==> config.mk <==
export PLATFORM = sky130hd
export DESIGN_NAME = uart_frame_ctrl
export DESIGN_NICKNAME = d
export VERILOG_FILES = /design/src/rtl/uart_frame_ctrl.sv
export SDC_FILE = /design/constraint.sdc
export NUM_CORES = 1
export LEC_CHECK = 0
export ABC_AREA = 1
export CORE_MARGIN = 4
export CORE_UTILIZATION = 28
export CTS_CLUSTER_DIAMETER = 30
export DETAILED_ROUTE_END_ITERATION = 12
export PLACE_DENSITY_LB_ADDON = 0.3
export SETUP_SLACK_MARGIN = 0.3
export SYNTH_ARGS = -nofsm -noshare
export SYNTH_HDL_FRONTEND = slang
export SYNTH_SLANG_ARGS = --single-unit
export TNS_END_PERCENT = 10
==> constraint.sdc <==
create_clock -name Sys_clk -period 2.2 [get_ports Sys_clk]
set_clock_uncertainty 0.2 [all_clocks]
set_input_delay 0.66 -clock Sys_clk [delete_from_list [all_inputs] [get_ports Sys_clk]]
set_output_delay 0.66 -clock Sys_clk [all_outputs]
set_load 0.005 [all_outputs]
==> src/rtl/uart_frame_ctrl.sv <==
// ----------------------------------------------------------------------------
// uart_frame_ctrl
//  Command-frame parser behind the UART byte receiver.
//  Frame: A5 | CMD | ADDR (MSB first) | LEN | PAYLOAD (write only) | CSUM
//  CSUM is the XOR of CMD through the last payload byte.
//  A valid frame issues one command (cmd_valid/cmd_ready handshake).
//  Writes then stream the buffered payload (wdat_valid/wdat_ready).
//
//  Handshakes: a transfer happens on a rising Sys_clk edge where valid and
//  ready are both high. The valid side holds its data stable until then.
//
// Ports
//  Sys_clk, Rst_n          clock, asynchronous active-low reset
//  rx_data, rx_done        received byte and its one-cycle strobe
//  cmd_valid/ready         command handshake
//  cmd_wr, cmd_addr        1=write / 0=read, big-endian start address
//  cmd_len                 byte count
//  wdat_data/valid/ready   write payload stream
//  busy                    parser not idle
//  err_pulse, err_code     one-cycle error strobe, held code
//                          (0 csum, 1 cmd, 2 len, 3 timeout)
//  rx_drop                 one-cycle: byte discarded during ISSUE/STREAM
// ----------------------------------------------------------------------------
module uart_frame_ctrl #(
  parameter int ADDR_BYTES   = 3,
  parameter int PAYLOAD_MAX  = 16,
  parameter int TIMEOUT_CLKS = 50_000
) (
  input  logic                    Sys_clk,
  input  logic                    Rst_n,
  input  logic [7:0]              rx_data,
  input  logic                    rx_done,
  output logic                    cmd_valid,
  input  logic                    cmd_ready,
  output logic                    cmd_wr,
  output logic [8*ADDR_BYTES-1:0] cmd_addr,
  output logic [7:0]              cmd_len,
  output logic [7:0]              wdat_data,
  output logic                    wdat_valid,
  input  logic                    wdat_ready,
  output logic                    busy,
  output logic                    err_pulse,
  output logic [1:0]              err_code,
  output logic                    rx_drop
);

  localparam int AW = 8 * ADDR_BYTES;
  localparam int BW = (PAYLOAD_MAX > 1) ? $clog2(PAYLOAD_MAX) : 1;
  localparam int TW = $clog2(TIMEOUT_CLKS) + 1;
  localparam logic [TW-1:0] TMO_MAX = TW'(TIMEOUT_CLKS - 1);

  typedef enum logic [2:0] {
    S_IDLE, S_CMD, S_ADDR, S_LEN, S_DATA, S_CSUM, S_ISSUE, S_STREAM
  } state_t;

  state_t          state, state_nxt;
  logic            err_set;
  logic [1:0]      err_code_nxt;
  logic [TW-1:0]   tmo_cnt;
  logic [7:0]      ab_cnt;    // address bytes received
  logic [7:0]      rem;       // bytes left in DATA, then in STREAM
  logic [BW-1:0]   idx;       // payload write pointer
  logic [BW-1:0]   k;         // payload read pointer
  logic [7:0]      csum;
  logic            cmd_wr_r;
  logic [AW-1:0]   cmd_addr_r;
  logic [7:0]      cmd_len_r;
  logic [7:0]      pay_mem [PAYLOAD_MAX];
  logic            parsing, tmo_hit, take;

  assign parsing = (state == S_CMD) || (state == S_ADDR) || (state == S_LEN) ||
                   (state == S_DATA) || (state == S_CSUM);
  // A timeout takes priority over a byte landing in the same cycle.
  assign tmo_hit = parsing && (tmo_cnt == TMO_MAX);
  assign take    = rx_done && !tmo_hit;

  assign cmd_valid  = (state == S_ISSUE);
  assign wdat_valid = (state == S_STREAM);
  assign busy       = (state != S_IDLE);
  assign cmd_wr     = cmd_wr_r;
  assign cmd_addr   = cmd_addr_r;
  assign cmd_len    = cmd_len_r;
  assign wdat_data  = (state == S_STREAM) ? pay_mem[k] : 8'h00;

  always_comb begin
    state_nxt    = state;
    err_set      = 1'b0;
    err_code_nxt = 2'd0;
    if (tmo_hit) begin
      err_set      = 1'b1;
      err_code_nxt = 2'd3;
    end else begin
      case (state)
        S_IDLE:  if (rx_done && rx_data == 8'hA5) state_nxt = S_CMD;
        S_CMD:   if (rx_done) begin
                   if (rx_data == 8'h01 || rx_data == 8'h02) state_nxt = S_ADDR;
                   else begin err_set = 1'b1; err_code_nxt = 2'd1; end
                 end
        S_ADDR:  if (rx_done && ab_cnt == 8'(ADDR_BYTES - 1)) state_nxt = S_LEN;
        S_LEN:   if (rx_done) begin
                   if (rx_data == 8'h00 || (cmd_wr_r && rx_data > 8'(PAYLOAD_MAX))) begin
                     err_set = 1'b1; err_code_nxt = 2'd2;
                   end else state_nxt = cmd_wr_r ? S_DATA : S_CSUM;
                 end
        S_DATA:  if (rx_done && rem == 8'd1) state_nxt = S_CSUM;
        S_CSUM:  if (rx_done) begin
                   if (rx_data == csum) state_nxt = S_ISSUE;
                   else begin err_set = 1'b1; err_code_nxt = 2'd0; end
                 end
        S_ISSUE:  if (cmd_ready) state_nxt = cmd_wr_r ? S_STREAM : S_IDLE;
        S_STREAM: if (wdat_ready && rem == 8'd1) state_nxt = S_IDLE;
        default:  state_nxt = S_IDLE;
      endcase
    end
    if (err_set) state_nxt = S_IDLE;
  end

  always_ff @(posedge Sys_clk or negedge Rst_n) begin
    if (!Rst_n) state <= S_IDLE;
    else        state <= state_nxt;
  end

  always_ff @(posedge Sys_clk or negedge Rst_n) begin
    if (!Rst_n) begin
      err_pulse  <= 1'b0;
      err_code   <= 2'd0;
      rx_drop    <= 1'b0;
      tmo_cnt    <= '0;
      ab_cnt     <= 8'd0;
      rem        <= 8'd0;
      idx        <= '0;
      k          <= '0;
      csum       <= 8'd0;
      cmd_wr_r   <= 1'b0;
      cmd_addr_r <= '0;
      cmd_len_r  <= 8'd0;
    end else begin
      err_pulse <= err_set;
      if (err_set) err_code <= err_code_nxt;
      rx_drop <= rx_done && (state == S_ISSUE || state == S_STREAM);
      tmo_cnt <= (parsing && !rx_done) ? tmo_cnt + TW'(1) : '0;
      if (take) begin
        case (state)
          S_IDLE: if (rx_data == 8'hA5) begin
                    csum   <= 8'd0;
                    idx    <= '0;
                    ab_cnt <= 8'd0;
                  end
          S_CMD:  begin
                    cmd_wr_r <= (rx_data == 8'h01);
                    csum     <= csum ^ rx_data;
                  end
          S_ADDR: begin
                    cmd_addr_r <= (cmd_addr_r << 8) | AW'(rx_data);
                    ab_cnt     <= ab_cnt + 8'd1;
                    csum       <= csum ^ rx_data;
                  end
          S_LEN:  begin
                    cmd_len_r <= rx_data;
                    rem       <= rx_data;
                    csum      <= csum ^ rx_data;
                  end
          S_DATA: begin
                    idx  <= idx + BW'(1);
                    rem  <= rem - 8'd1;
                    csum <= csum ^ rx_data;
                  end
          default: ;
        endcase
      end
      if (state == S_ISSUE && cmd_ready) begin
        rem <= cmd_len_r;
        k   <= '0;
      end
      if (state == S_STREAM && wdat_ready) begin
        rem <= rem - 8'd1;
        k   <= k + BW'(1);
      end
    end
  end

  // Payload storage carries no reset; it is only read while streaming.
  always_ff @(posedge Sys_clk) begin
    if (take && state == S_DATA) pay_mem[idx] <= rx_data;
  end

endmodule
Word-level counts from Yosys, hierarchy flattened. Memories as Yosys holds them, arrays and structs flattened. Index checks and enable logic that the tools add are counted.

Memories kept: 1. Output and inout port bits: 48. RAM bits: 128. Bits in registers: 89. Word-level logic and storage cells: 133. Input bits: 13.

Memory list: pay_mem (words 16, width 8, rd ports 1, clocked after memory_dff 0, write ports 1, RTL line 68) `logic [7:0] pay_mem [PAYLOAD_MAX];`.

Bitwise logic cells: 2. Equal/unequal tests: 27. Magnitude comparators: 1. Add/sub/neg operators: 5. Multiplexer cells: 45. Reduce and logical (&&, ||, !) cells: 39.

Operators by type and width (number): 8-bit case mux with 2 select lines (3); 3-bit two-way mux (14); 8-bit two-way mux (5); 24-bit by 8-bit OR with 24-bit output (1); 3-bit case mux with 8 select lines (1); 3-bit != test, second input constant (6); 17-bit by 1-bit adder with 17-bit output, second input constant (1); 17-bit by 16-bit equality test with 1-bit output, second input constant (1); 17-bit two-way mux (1); 8-bit by 1-bit equality test with 1-bit output, second input constant (2); 8-bit by 2-bit equality test with 1-bit output, second input constant (2); 3-bit equality test, second input constant (4); 1-bit logical AND (12); 1-bit two-way mux (12); 4-bit two-way mux (3); 12-bit AND reduction (1); 3-bit by 2-bit != test with 1-bit output, second input constant (3); 3-bit AND reduction (3); 4-bit by 1-bit adder with 4-bit output, second input constant (2); 8-bit by 1-bit adder with 8-bit output, second input constant (1); 8-bit equality test (1); 8-bit equality test, second input constant (1); 8-bit by 5-bit > comparator with 1-bit output, second input constant (1); 8-bit logical NOT (1); 18 further kinds (37).

Longest topological paths before layout. Gate-level depths: netlist of the first run.

Depth after elaboration: 11. Gate-level depth with buffers: 14. Mapped depth without buffers: 14.

Worst setup path after synthesis of the first run. No wires, ideal clock.

Path kind: reg2reg. Start point: reg tmo_cnt[0]. End point: mem pay_mem[3][0], enable pin. Clock period less this slack: 2.324 ns. Slack: -0.124 ns. Library setup time: 0.370 ns. Required time: 1.630 ns. Cell stages (with the launch flop): 12. Arrival time: 1.754 ns. Buffers on the path: 1. Path through: dfrtp_1 -> ha_1 -> nand2_1 -> inv_1 -> nand2_1 -> inv_1 -> nand4_4 -> nand3_2 -> buf_6 -> inv_4 -> nand2_2 -> nor2_1.

Word-level cells in the longest chain between the ends: 7.

RTL lines: from (decl) (RTL line 59) `logic [TW-1:0] tmo_cnt;`; from (signal assigned) (RTL line 141) `tmo_cnt <= (parsing && !rx_done) ? tmo_cnt + TW'(1) : '0;`; 17-bit by 16-bit equality test with 1-bit output (RTL line 74) `assign tmo_hit = parsing && (tmo_cnt == TMO_MAX);`; 1-bit logical AND (RTL line 74); 1-bit logical NOT (RTL line 75) `assign take = rx_done && !tmo_hit;`; 1-bit logical AND (RTL line 75); 1-bit logical AND (RTL line 184) `if (take && state == S_DATA) pay_mem[idx] <= rx_data;`; 1-bit two-way mux (RTL line 184); 1-bit two-way mux (implied by the code) (RTL line 184); to (decl) (RTL line 68).

Every way passes these cells.

Worst setup path in the final report of the first run.
Start point: reg k[0]. End point: out wdat_data[0].

Word-level cells in the longest chain between the ends: 2.

RTL lines: from (decl) (RTL line 63) `logic [BW-1:0] k;`; from (signal assigned) (RTL line 177) `k <= k + BW'(1);`; memory read 16 x 8 bit; 8-bit two-way mux (RTL line 83) `assign wdat_data = (state == S_STREAM) ? pay_mem[k] : 8'h00;`; to (decl) (RTL line 38) `output logic [7:0] wdat_data,`.

Every way passes these cells.

==> results of run 1 <==
-- worst register-to-register path, stage by stage (launching register included) --
cell      delay (ns)
dfrtp_1         0.38
buf_6           0.13
buf_12          0.12
nor2_4          0.11
nand2_4         0.06
buf_6           0.12
inv_4           0.04
nor2_2          0.03
nand2_2         0.06
inv_2           0.04
nand4_4         0.09
nand3_4         0.12
clkinv_8        0.11
nand2_4         0.11
nor2_4          0.27
-- synth_stat cells, types with 12 or more instances --
| master | n | area share [%] |
|---|---|---|
| edfxtp_1 | 128 | 38 |
| o221ai_1 | 22 | 1.9 |
| o21ai_0 | 105 | 5.2 |
| a21oi_1 | 36 | 1.8 |
| o211ai_1 | 15 | 1.1 |
| nand2_2 | 16 | 0.99 |
| nor2_1 | 127 | 4.7 |
| inv_1 | 79 | 2.9 |
| o22ai_1 | 12 | 0.74 |
| nand2_1 | 190 | 7.1 |
| nand3_1 | 50 | 2.5 |
| clkbuf_1 | 19 | 0.71 |
| nand4_1 | 15 | 0.93 |
| dfrtp_1 | 89 | 22 |
| o21ai_1 | 12 | 0.59 |
-- cell families after synthesis --
kind of cell	share of synthesized area, %
adders and majority gates	1.239
DFF	60.12
and+or+nand+nor	19.59
buffers and inverters	5.589
xor gates and xnor gates	1.041
AOI/OAI and AO/OA	12.42
-- sequential cells by signal (all words and copies together), names as in the netlist, 2 cells and up --
| signal | flops |
|---|---|
| idx | 4 |
| k | 4 |
| pay_mem | 128 |
| ab_cnt | 8 |
| rem | 8 |
| tmo_cnt | 17 |
| cmd_len | 8 |
| state | 3 |
| csum | 8 |
| err_code | 2 |
| cmd_addr | 24 |
-- power by group --
part	switching, W	leakage (nW)	internal, W
Sequential	0.000468	2.31	0.00488
Clock	0.00249	0.820	0.00496
Combinational	0.00381	2.99	0.00303
-- through the flow --
stage	TNS, ns	setup slack, ns	utilization [%]	cell area [um2]	cells
4_1_cts	-18.65	-0.7976	40.71	14480	1733
3_3_place_gp	-57.76	-0.6088	34.46	12260	1610
6_report	-12.23	-0.7983	41.82	14870	1745
3_5_place_dp	-59.90	-0.6382	34.46	12260	1610
5_1_grt	-28.49	-0.8782	41.82	14870	1745
2_1_floorplan	0	0.05497	-	10320	1022
-- path summary, 6_finish.rpt --
| kind | cells past startpoint | slack (ns) | to | from |
|---|---|---|---|---|
| setup reg to reg | 14 | -0.09 | pay_mem[10][7] | state[0] |
| hold reg to reg | 2 | 0.28 | cmd_addr[17] | cmd_addr[17] |
| max in group asynchronous | 3 | 0.82 | rem[6] | Rst_n |
| setup / recovery | 7 | -0.80 | wdat_data[0] | k[0] |
| hold / removal | 2 | 0.28 | cmd_addr[17] | cmd_addr[17] |
| min in group asynchronous | 2 | 0.41 | csum[1] | Rst_n |
-- layer usage --
metal,track usage (%),share of wire [%]
met5,0,0
met4,5.509,3.4
met3,3.641,6.5
met2,23.29,46
met1,20.27,44
-- cell type report --
type	instances	share of cell area, %
flip-flops and latches	217	40.83
repair buffers	210	13.80
clock buffers	58	8.950
inverters	89	2.507
multi-input cells	677	27.39
clock inverters	33	2.650
well taps	461	3.878
-- repair_timing --
| item | CTS | global route |
|---|---|---|
| hold buffers | 1 | 0 |
| endpoints found under the hold margin | 28 | 0 |
| cloned | 4 | 4 |
| endpoints found under the setup margin | 247 | 260 |
| gates resized for setup | 310 | 75 |
| pin swaps | 58 | 54 |
| setup buffers | 27 | 8 |
==> reports/metrics.csv, run 1 <==
metric,value,unit
status,"complete, but fails checks",
failing checks,setup timing,
CP max stage delay,0.43,ns
First-pass DRT Iterations,5,
Avg Vias per Cell,4.742,
Nets,1268,
Die Area,39160,um2
largest net degree at the start of global routing,37,
final period utilization,136.3,%
Worst Path Buf+Inv,3,
Leak,6.119,nW
Crit path max-delay family,compound AO/OA/AOI/OAI gates,
Die Wd,197.9,um
WP data required,1.34,ns
average wire per standard cell,17.30,um
clk slew on worst S/H paths,0.05,ns
CTS tree,done,
final setup vio count,139,
Post-synth EDFFs,128,
total power,0.01964,W
"leading cell types in the layout, fill and taps excluded","nand2_1 (165), edfxtp_1 (128), nor2_1 (100)",
Synth async-reset ratio,41.01,%
area growth from synthesis to layout,47.31,%
slowest CP cell,dfrtp_2,
"Slew Viols, Final",0,
ys flop type,edfxtp_1,
Multi-input gate area,4074,um2
register area,6073,um2
Max VDD drop,0.6278,mV
I/O pin cnt,61,
Cell variety after synth,42,
Clock Sinks,217,
CTS buffer count,50,
CP startpoint kind,flip-flop,
first-pass GRT wire length,46310,um
clock latency on the worst-skew pair,0.57,ns
slack of the critical path,-0.7983,ns
worst path cell trace,buf_4 > buf_12 > o21ai_0 > o221ai_1 > o211ai_1 > a21oi_1 > buf_2,
register area share after synthesis,60.12,%
CTS root buf,clkbuf_16,
DIE HEIGHT,197.9,um
worst-margin pin slew,0.5062,ns
DRC,0,
"commonest non-fill, non-tap cell in the layout",nand2_1,
Synth Cell Area,10100,um2
via count,8274,
initial detailed-routing violation count,512,
PortBufs,60,
ANT cells,0,
Layout fillers,3413,
Starting Density,28.39,%
Mean Syn Cell Area,9.880,um2
ratio of cells with drive above 1 in the final layout,35.98,%
YS warnings,0,
core area,35570,um2
number of synthesized register bits,217,
GP Congestion,0.8558,
upper clock frequency limit,0.3335,GHz
vias in the first global route,8438,
GRT Total Usage,14.93,%
RSZ-0062 raised after global routing,yes,
pwr/cell area,1320,nW/um2
Critical Setup Path Class,reg -> out,
WHS,0.2770,ns
Worst Setup End Kind,primary output,
initial antenna violation count,1,
H-Tree Depth,2,
max cap viols,0,
CP Data Arrival Time,2.14,ns
Total Wirelength,30180,um
post-DP HPWL,19350,um
minimum clock period,2.998,ns
worst-path maximum fanout,13,
Hold Crit Class,reg -> reg,
final hold violation count,0,
Post-Synthesis Net Count,1045,
num rows,69,
Max Root-Sink Buffers,3,
Mapped Cells,1022,
grt ovf,0,
ANT nets after route,0,
relative slew slack,66.26,%
Power figures use the tool's default switching activity.
==> inputs of run 2 (changes only) <==
--- a/config.mk
+++ b/config.mk
@@ -10,6 +10,7 @@
 export CORE_UTILIZATION = 28
 export CTS_CLUSTER_DIAMETER = 30
 export DETAILED_ROUTE_END_ITERATION = 12
+export DONT_BUFFER_PORTS = 1
 export PLACE_DENSITY_LB_ADDON = 0.3
 export SETUP_SLACK_MARGIN = 0.3
 export SYNTH_ARGS = -nofsm -noshare
==> run 2 against run 1 <==
Sequential share of layout area grew 2.7 points. Via count shrank 5.3%. Critical path type unchanged. Maximum frequency grew 2.4%. The flow finishes with violations (hold timing, setup timing).
==> reports/metrics.csv, run 2 (synthesis gave the netlist of run 1 again) <==
metric,value,unit,change
status,"complete, but fails checks",,unchanged
failing checks,"hold timing, setup timing",,was setup timing
GP Congestion,0.8530,,was 0.8558
first-pass GRT wire length,44350,um,was 46310 um
final hold violation count,89,,was 0
"Slew Viols, Final",0,,unchanged
"commonest non-fill, non-tap cell in the layout",nand2_1,,unchanged
number of flip-flops in the largest register,128,,unchanged
placed insts,1501,,was 1610
CTS tree,done,,unchanged
First-pass DRT Iterations,4,,was 5
clock latency on the worst-skew pair,0.56,ns,was 0.57 ns
"leading cell types in the layout, fill and taps excluded","nand2_1 (160), edfxtp_1 (128), nor2_1 (97)",,"was nand2_1 (165), edfxtp_1 (128), nor2_1 (100)"
Total Wirelength,28910,um,was 30180 um
initial antenna violation count,1,,unchanged
final setup vio count,10,,was 139
Worst Setup End Kind,primary output,,unchanged
Die Wd,197.9,um,unchanged
Max Root-Sink Buffers,3,,unchanged
R2R Setup Slk,0.03,ns,was -0.09 ns
Critical Setup Path Class,reg -> out,,unchanged
CTS buffer count,51,,was 50
metal3 WL,2200,um,was 1970 um
worst-margin pin slew,0.7690,ns,was 0.5062 ns
Hold Buf Count CTS,8,,was 1
area growth from synthesis to layout,38.44,%,was 47.31%
Leak,5.515,nW,was 6.119 nW
CP Data Arrival Time,2.07,ns,was 2.14 ns
minimum clock period,2.929,ns,was 2.998 ns
I/O pin cnt,61,,unchanged
relative slew slack,48.56,%,was 66.26%
Final Non-Filler Cells,1634,,was 1745
CTS root buf,clkbuf_16,,unchanged
worst-path maximum fanout,17,,was 13
FF-to-FF End,pay_mem[10][7],,unchanged
Nets,1155,,was 1268
RSZ-0062 raised after global routing,yes,,unchanged
average wire per standard cell,17.69,um,was 17.30 um
cells on worst reg2reg path,12,,was 14
WP data required,1.34,ns,about the same
num rows,69,,unchanged
max cap viols,0,,unchanged
upper clock frequency limit,0.3414,GHz,was 0.3335 GHz
Die Area,39160,um2,unchanged
ANT cells,0,,unchanged
startpoint of the worst register-to-register path,state[0],,unchanged
Clock Sinks,217,,unchanged
grt ovf,0,,unchanged
DIE HEIGHT,197.9,um,unchanged
post-DP HPWL,18050,um,was 19350 um
slack of the critical path,-0.7290,ns,was -0.7983 ns
M1 wire length,12620,um,was 13260 um
ratio of cells with drive above 1 in the final layout,29.07,%,was 35.98%
Hold Crit Class,in -> async,,was reg -> reg
GRT Total Usage,14.45,%,was 14.93%
WHS,-0.4026,ns,was 0.2770 ns
CP startpoint kind,flip-flop,,unchanged
DRC,0,,unchanged
clk slew on worst S/H paths,0.05,ns,about the same
Top reg by flops,pay_mem,,unchanged
via count,7837,,was 8274
Layout fillers,3413,,unchanged
PortBufs,0,,was 60
initial detailed-routing violation count,468,,was 512
core area,35570,um2,unchanged
vias in the first global route,7727,,was 8438
Max VDD drop,0.7156,mV,was 0.6278 mV
max layer used,met4,,unchanged
final period utilization,133.1,%,was 136.3%
Starting Density,28.39,%,unchanged
met2 wire len,13420,um,was 13920 um
Avg Vias per Cell,4.796,,was 4.742
largest net degree at the start of global routing,90,,was 37
pwr/cell area,1363,nW/um2,was 1320 nW/um2
ANT nets after route,0,,unchanged
H-Tree Depth,2,,unchanged
==> run 2: what timing repair did <==
item | CTS | global route
gates cloned | 3 | 1
endpoints found under the hold margin | 217 | 89
setup endpoints to repair | 204 | 216
setup buffers | 13 | 14
gates resized for setup | 94 | 83
pin swaps | 37 | 74
==> run 2: final cells by class <==
type	instances	area, um2	share of cell area (%)
clock buffer	58	1324	9.470
tap	461	576.8	4.126
inverter	89	371.6	2.658
clock inverter	36	466.7	3.339
sequential	217	6082	43.51
multi-input combinational	677	4049	28.97
timing repair buffer	96	1109	7.931
==> run 2: power by group <==
group	leakage (nW)	switching [W]	internal, W
Combinational	2.37	0.00333	0.00243
Clock	0.852	0.00249	0.00529
Sequential	2.30	0.000617	0.00490
Total	5.51	0.00644	0.0126
==> run 2: worst max-delay path, stage by stage (launching register included) <==
cell and delay (ns):
dfrtp_2 0.43, buf_6 0.12, buf_12 0.12, o21ai_0 0.10, o221ai_1 0.24, nand3_1 0.12, a21oi_2 0.22, buf_4 0.15
==> run 2: worst max path at each step <==
stage / to / slack [ns] / from / cells past startpoint
finish: wdat_data[4] / -0.73 / k[0] / 7
detailed placement: wdat_data[4] / -0.27 / k[0] / 7
global placement: wdat_data[4] / -0.24 / k[0] / 7
floorplan: wdat_data[0] / 0.05 / k[0] / 8
global route: wdat_data[4] / -0.78 / k[0] / 7
CTS: wdat_data[7] / -0.74 / k[1] / 6
==> run 2: layer usage <==
metal / track usage (%) / vias up
li1: - / 3783
met1: 19.06 / 3776
met2: 22.64 / 225
met3: 4.645 / 53
met4: 4.769 / 0
met5: 0 / -
==> run 2: metrics by stage <==
stage          total power (W)  area (um2)  setup slack [ns]  utilization, %  TNS [ns]
2_1_floorplan         0.008577       10320           0.05497               -         0
3_3_place_gp           0.01008       11180           -0.2376           31.43   -0.8078
3_5_place_dp           0.01014       11180           -0.2663           31.43    -1.899
4_1_cts                0.01876       13560           -0.7375           38.13    -5.805
5_1_grt                0.02010       13980           -0.7828           39.30    -7.714
6_report               0.01906       13980           -0.7290           39.30    -5.384
